`config.mk`:
```
export PLATFORM = sky130hd
export DESIGN_NAME = rr_decode_arbiter_2
export DESIGN_NICKNAME = d
export VERILOG_FILES = /design/src/rtl/rr_decode_arbiter_2.sv
export SDC_FILE = /design/constraint.sdc
export NUM_CORES = 1
export LEC_CHECK = 0
export BUFFER_PORTS_ARGS = -buffer_cell sky130_fd_sc_hd__buf_2
export CAP_MARGIN = 20
export CELL_PAD_IN_SITES_DETAIL_PLACEMENT = 0
export CELL_PAD_IN_SITES_GLOBAL_PLACEMENT = 1
export CORE_MARGIN = 3
export CORE_UTILIZATION = 46
export DETAILED_ROUTE_END_ITERATION = 7
export HOLD_SLACK_MARGIN = 0.08
export PLACE_DENSITY = 0.91
export SLEW_MARGIN = 30
export SYNTH_ARGS = -nofsm -noshare
export SYNTH_HDL_FRONTEND = slang
export SYNTH_SLANG_ARGS = --single-unit
```
`constraint.sdc`:
```
create_clock -name clk -period 3.8 [get_ports clk]
set_input_delay 0.38 -clock clk [delete_from_list [all_inputs] [get_ports clk]]
set_output_delay 0.38 -clock clk [all_outputs]
set_load 0.05 [all_outputs]
```
`src/rtl/rr_decode_arbiter_2.sv`:
```
// Two-requester round-robin arbiter with a bounded hold time. The 1-bit grant
// index is decoded to a one-hot grant bus; every output comes straight from a flop.
module rr_decode_arbiter_2 #(
  parameter int MAX_HOLD = 4,
  parameter int CNT_W    = 8
) (
  input  logic       clk,
  input  logic       rst_n,
  input  logic [1:0] req,
  output logic [1:0] gnt,
  output logic       gnt_idx,
  output logic       gnt_valid,
  output logic       preempt
);

  // Handshake: req[k] is a level request sampled on every rising edge and is
  // never latched. gnt/gnt_valid appear one edge later and stay up while the
  // holder keeps req high, until the hold limit hands the grant to the other side.

  typedef enum logic {
    IDLE  = 1'b0,
    GRANT = 1'b1
  } state_e;

  localparam logic [CNT_W-1:0] HOLD_LIM = CNT_W'(MAX_HOLD - 1);

  state_e           state_q;
  logic [1:0]       gnt_q;
  logic             idx_q;
  logic             valid_q;
  logic             preempt_q;
  logic [CNT_W-1:0] hold_cnt_q;
  logic             last_q;

  logic pick_any;
  logic pick_idx;
  logic holder_req;
  logic other_req;
  logic other_idx;

  function automatic logic [1:0] dec(input logic idx);
    return idx ? 2'b10 : 2'b01;
  endfunction

  // On a tie, the requester that did not win last time takes the grant.
  always_comb begin
    pick_any   = |req;
    pick_idx   = (req == 2'b11) ? ~last_q : req[1];
    other_idx  = ~idx_q;
    holder_req = req[idx_q];
    other_req  = req[other_idx];
  end

  always_ff @(posedge clk or negedge rst_n) begin
    if (!rst_n) begin
      state_q    <= IDLE;
      gnt_q      <= 2'b00;
      idx_q      <= 1'b0;
      valid_q    <= 1'b0;
      preempt_q  <= 1'b0;
      hold_cnt_q <= '0;
      last_q     <= 1'b1;
    end else begin
      preempt_q <= 1'b0;
      case (state_q)
        IDLE: begin
          if (pick_any) begin
            state_q    <= GRANT;
            idx_q      <= pick_idx;
            gnt_q      <= dec(pick_idx);
            valid_q    <= 1'b1;
            last_q     <= pick_idx;
            hold_cnt_q <= '0;
          end
        end
        GRANT: begin
          if (!holder_req && other_req) begin
            idx_q      <= other_idx;
            gnt_q      <= dec(other_idx);
            last_q     <= other_idx;
            hold_cnt_q <= '0;
          end else if (!holder_req) begin
            state_q    <= IDLE;
            gnt_q      <= 2'b00;
            valid_q    <= 1'b0;
            hold_cnt_q <= '0;
          end else if (other_req && hold_cnt_q == HOLD_LIM) begin
            idx_q      <= other_idx;
            gnt_q      <= dec(other_idx);
            last_q     <= other_idx;
            hold_cnt_q <= '0;
            preempt_q  <= 1'b1;
          end else if (other_req) begin
            if (hold_cnt_q < HOLD_LIM) hold_cnt_q <= hold_cnt_q + 1'b1;
          end else begin
            // A lone holder keeps the grant indefinitely.
            hold_cnt_q <= '0;
          end
        end
        default: begin
          state_q <= IDLE;
          gnt_q   <= 2'b00;
          valid_q <= 1'b0;
        end
      endcase
    end
  end

  assign gnt       = gnt_q;
  assign gnt_idx   = idx_q;
  assign gnt_valid = valid_q;
  assign preempt   = preempt_q;

endmodule

```
Word-level counts from Yosys, hierarchy flattened
Index checks and enable logic that the tools add are counted.

Add/sub/neg operators: 1. Magnitude comparators: 3. Eq/ne operators: 9. Muxes and demuxes: 36. Bitwise logic cells: 3. Reductions and logical operators: 8.

Operators with widths (number): $mux 8 (6); $mux 1 (19); $pmux 8 s2 (1); $mux 2 (6); $add 8x1->8 const B (1); $eq 8x2->1 const B (1); $lt 8x2->1 const B (1); $ne 2x2->1 const B (3); $ne 3x1->1 const B (2); $ne 6x3->1 const B (1); $pmux 1 s2 (3); $reduce_and 3->1 (2); $lt 1x2->1 const B (2); $ne 4x2->1 const B (1); $pmux 2 s2 (1); $reduce_and 2->1 (2); $not 1->1 (3); $eq 2x2->1 const B (1); $logic_and 1x1->1 (2); $reduce_or 2->1 (1); $logic_not 1->1 (1).

Bits in registers: 15. Bits of input ports: 4. Output and inout port bits: 5. Logic and storage cells: 67.

Logic depth before layout (Yosys ltp)
Word-level depth: 8. Depth in mapped cells: 4. Depth with buffers taken out: 4.

Least setup slack after synthesis
OpenSTA, ideal clock, no wires.

Path type: reg2reg. From: reg idx_q, in the netlist gnt_idx. To: reg gnt_q[0], in the netlist gnt[0]. Arrival time: 1.537 ns. Data required time: 3.682 ns. Path slack: 2.145 ns. Cell stages (with the launch flop): 5. Path buffers: 0. Path through: dfrtp_1 and2b_1 a32oi_1 or3b_1 a21o_1.

Cells in the longest elaborated chain, start to end: 6. Elaborated cells between the ends (all ways): 14. Those cells by class: 1 x eq/ne; 9 x mux; 4 x reduce/logical.

RTL lines: start: declaration (RTL line 29) `logic idx_q;`; start signal: assignment (RTL line 69) `idx_q <= pick_idx;`; start signal: assignment (RTL line 78) `idx_q <= other_idx;`; start signal: assignment (RTL line 88) `idx_q <= other_idx;`; $mux 1 (not written as such) (2 in series) (RTL line 50) `holder_req = req[idx_q];`; $logic_not 1->1; $logic_and 1x1->1 (RTL line 77) `if (!holder_req && other_req) begin`; $ne 4x2->1 (no source line) / $mux 2 (equally long branches); $reduce_and 2->1 (no source line) / $pmux 2 s2 (equally long branches); end signal: assignment (RTL line 70) `gnt_q <= dec(pick_idx);`; end signal: assignment (RTL line 79) `gnt_q <= dec(other_idx);`; end signal: assignment (RTL line 89) `gnt_q <= dec(other_idx);`; end: declaration (RTL line 28) `logic [1:0] gnt_q;`.

Several ways; a longest one is shown, not always the timed one. The select of a mux whose other input is x is not followed. A chain may end at the register's enable or synchronous reset.

Worst setup path after layout
From: reg hold_cnt_q[5]. To: reg gnt_q[0], in the netlist gnt[0].

Cells in the longest elaborated chain, start to end: 4.

RTL lines: start: declaration (RTL line 32) `logic [CNT_W-1:0] hold_cnt_q;`; start signal: assignment (RTL line 94) `if (hold_cnt_q < HOLD_LIM) hold_cnt_q <= hold_cnt_q + 1'b1;`; $eq 8x2->1 (RTL line 87) `end else if (other_req && hold_cnt_q == HOLD_LIM) begin`; $logic_and 1x1->1 (RTL line 87); $ne 4x2->1 (no source line); $reduce_and 2->1 (no source line).

No other way between the ends.

==> results by group <==
Die
  – Count of standard-cell rows: 13
  – Chip width: 44.8 um
  – Number of top-level design ports: 9
  – Initial core utilization: 0.513
  – Core outline area: 1350 um^2
  – Die Height: 44.8 um
  – Full die area: 2010 um^2

Setup path
  – Element type at the critical path end: flip-flop
  – CP Data Required Time: 3980 ps
  – Critical R2R Launch: hold_cnt_q[5]
  – Worst reg2reg setup slack: 2130 ps
  – Highest-delay cell along the critical path: or3b_1
  – Worst Setup Start Kind: flip-flop
  – Endpoint of the most critical setup path: gnt[0]
  – Worst-path fanout max: 6
  – Cells along the critical path: nor4_4, a31oi_2, or3b_1, a21o_1
  – Crit-path max cell delay: 420 ps
  – Instance count on the critical path: 4
  – Worst setup path start: hold_cnt_q[5]
  – Cell depth of the worst flop-to-flop path: 4
  – Number of buffers and inverters on the critical path: 0
  – Category of the critical setup timing path: flip-flop to flip-flop
  – Crit Reg-Reg Endpoint: gnt[0]
  – Critical path's top delay family: simple AND/OR/NAND/NOR gates
  – Arrival time of the worst setup path: 1850 ps

Layout
  – Area of combinational cells with multiple inputs: 312 um^2
  – Final-stage net count: 75
  – Count of antenna diodes in the layout: 0
  – Post-route core utilization: 0.584
  – Commonest cells after routing, fill and taps aside: dfrtp_1 (14), buf_2 (8), nor2b_1 (6)
  – Post-route cell area: 788 um^2
  – Flip-flop and latch area: 377 um^2
  – Most common cell after layout, fill and taps aside: dfrtp_1
  – Share of layout cells above drive strength 1: 0.362
  – Fill cell total of the finished layout: 117
  – Layout overhead on the synthesized area: 13.9%
  – Non-filler cells, final: 84

Route
  – Vias after detailed routing: 438
  – Residual antenna-violating net count after detailed routing: 0
  – Iteration-0 DRC count of the detailed router: 3
  – Post-DR wirelength/cell: 12.7 um
  – Number of detailed-route iterations in the first pass: 2
  – Post-DR vias/cell: 5.21
  – DR DRC count: 0
  – Final wirelength: 1.06 mm

Clock network
  – H-Tree Depth: 1
  – Clock tree from TritonCTS: built
  – Clock Path Buffers: 2
  – Clock latency on the worst-skew pair: 280 ps
  – Clock-pin transition on the worst setup and hold timing paths: 90 ps
  – Number of sinks on the clock net: 15
  – Clock buffers created by TritonCTS: 3
  – Postcts setup bufs: 0
  – Library cell used as clock root buffer: clkbuf_4

Hold path
  – Min-Delay Path Class: primary input to flip-flop

Place
  – Detail Placement HPWL: 803 um
  – Area after DPL: 751 um^2
  – Count of port buffers added during placement: 8
  – Number of cells in the design after placement: 79
  – RePlAce Congestion: 0.729

Logic synthesis
  – Post-synthesis average cell area: 12.4 um^2
  – Post-Synthesis Net Count: 61
  – Sequential fraction of the synthesis area: 0.544
  – Library cell occupying the most area in the post-synthesis netlist: dfrtp_1
  – Flops & latches, synth: 15
  – Yosys warns: 0
  – Area share of the largest cell type after synthesis: 0.506
  – Distinct cells, synth: 30
  – Mapped Area: 692 um^2
  – Cell types with the largest area share after synthesis: dfrtp_1 (51%), nor2b_1 (5.4%), dfstp_2 (3.8%)
  – Gate Count Post-Synth: 56

Global routing
  – Most crowded layer after global routing: met2
  – Antenna violations before repair: 0
  – Met3 GRT Util: 0.0717
  – First-pass GRT wire length: 2.05 mm
  – Number of global-route vias before repair: 440
  – Met2 capacity usage during global routing: 0.203
  – All-layer global routing usage: 0.146
  – Total overflow reported by the global router: 0
  – Met1 Track Usage GR: 0.196
  – Maximum number of pins on one net before global-route repair: 16

Timing
  – Relative slew slack: 0.785
  – Unrepaired setup endpoints after global routing: no
  – Sum of negative setup slack: 0 ps
  – Final setup vio count: 0
  – Fin crit period: 1670 ps
  – Highest achievable clock rate: 598 MHz
  – Ratio of final minimum period to clock period: 0.440
  – Worst clock skew: 3.47 ps
  – Final Hold Vio Count: 0
  – Number of pins with negative max-slew slack in the final report: 0
  – Transition time at the pin with the least slew margin: 321 ps

Power
  – Clock share of power: 0.200
  – Switching power: 0.160 mW
  – Static Leakage: 0.378 nW
  – Overall power of the completed layout: 0.438 mW
  – Ratio of total power to cell area: 556 nW/um^2
  – Proportion of total power due to net switching: 0.364
  – Maximum ir drop on the vdd rail: 0.401 mV
  – Internal Power: 0.278 mW
  – Logic pwr share: 0.339
  – Reg power frac: 0.461

Run status
  – Run status: finished clean

Run
  – Max-cap violations: 0
==> timing repair <==
item                      CTS  global route
hold endpoints to repair   14             0
gates resized for setup     0             0
hold buffers                1             0
==> routing by layer <==
layer | wire (um) | vias to the layer above | part of all wire
li1 | - | 225 | -
met4 | 12 | 0 | 0.011
met3 | 63 | 2 | 0.059
met1 | 529 | 202 | 0.50
met2 | 457 | 9 | 0.43
met5 | 0 | - | 0
==> power by group through the flow <==
stage,sequential [mW],clock (mW),combinational (mW)
2_1_floorplan,0.261,0,0.0591
3_3_place_gp,0.204,0,0.148
3_5_place_dp,0.205,0,0.149
4_1_cts,0.202,0.0934,0.150
5_1_grt,0.207,0.0991,0.161
6_report,0.202,0.0875,0.149
==> cells in the mapped netlist, drive strengths merged <==
cell    number
ha           1
nor3         1
nor2         4
a32oi        1
inv          1
a21o         2
o21ai        1
nor2b        9
nand3        2
o31ai        1
nand2        2
mux2         1
or3b         1
and2         1
or2          1
a21oi        2
dfrtp       14
nor4b        1
maj3         1
nand2b       1
dfstp        1
nor4         2
and2b        1
a31oi        2
o21ba        2
==> kinds of logic (layout without fill, tap and decap cells) <==
kind of cell | Yosys count | in the layout | synth area share
multiplexers | 1 | 1 | 0.0163
adder cells (fa/ha/maj) | 2 | 2 | 0.0325
AO/OA/AOI/OAI | 11 | 11 | 0.123
flip-flops | 15 | 15 | 0.544
AND/OR/NAND/NOR | 26 | 26 | 0.279
buffers and inverters | 1 | 14 | 0.00542
==> area by class of cell <==
type / instances / area share
clock inverters: 1 / 0.00635
clock buffers: 3 / 0.0286
well taps: 15 / 0.0238
repair buffers: 9 / 0.0635
multi-input cells: 40 / 0.395
flip-flops and latches: 15 / 0.478
inverters: 1 / 0.00476
==> metrics by stage <==
step | hold slack (ps) | setup slack [ps]
2_1_floorplan | 84.4 | 2140
3_3_place_gp | 293 | 2170
3_5_place_dp | 296 | 2140
4_1_cts | 400 | 2120
5_1_grt | 409 | 2000
6_report | 409 | 2130
==> worst min-delay path, cell delays in order <==
cell,delay (ps)
buf_2,140
nand3_2,90
nor2_1,50
==> state kept, by name (all words and copies together), names as in the netlist <==
signal      flops
preempt         1
hold_cnt_q      8
last_q          1
gnt_idx         1
gnt_valid       1
gnt             2
state_q         1
==> worst min path at each step <==
stage | start | to | slack (ps) | cells after the start
finish | req[1] | preempt | 410 | 3
global route | req[0] | state_q | 410 | 2
CTS | req[1] | preempt | 400 | 3
detailed placement | rst_n | gnt_valid | 300 | 1
global placement | rst_n | gnt_valid | 290 | 1
floorplan | rst_n | gnt[0] | 80 | 0
Power figures use the tool's default switching activity.
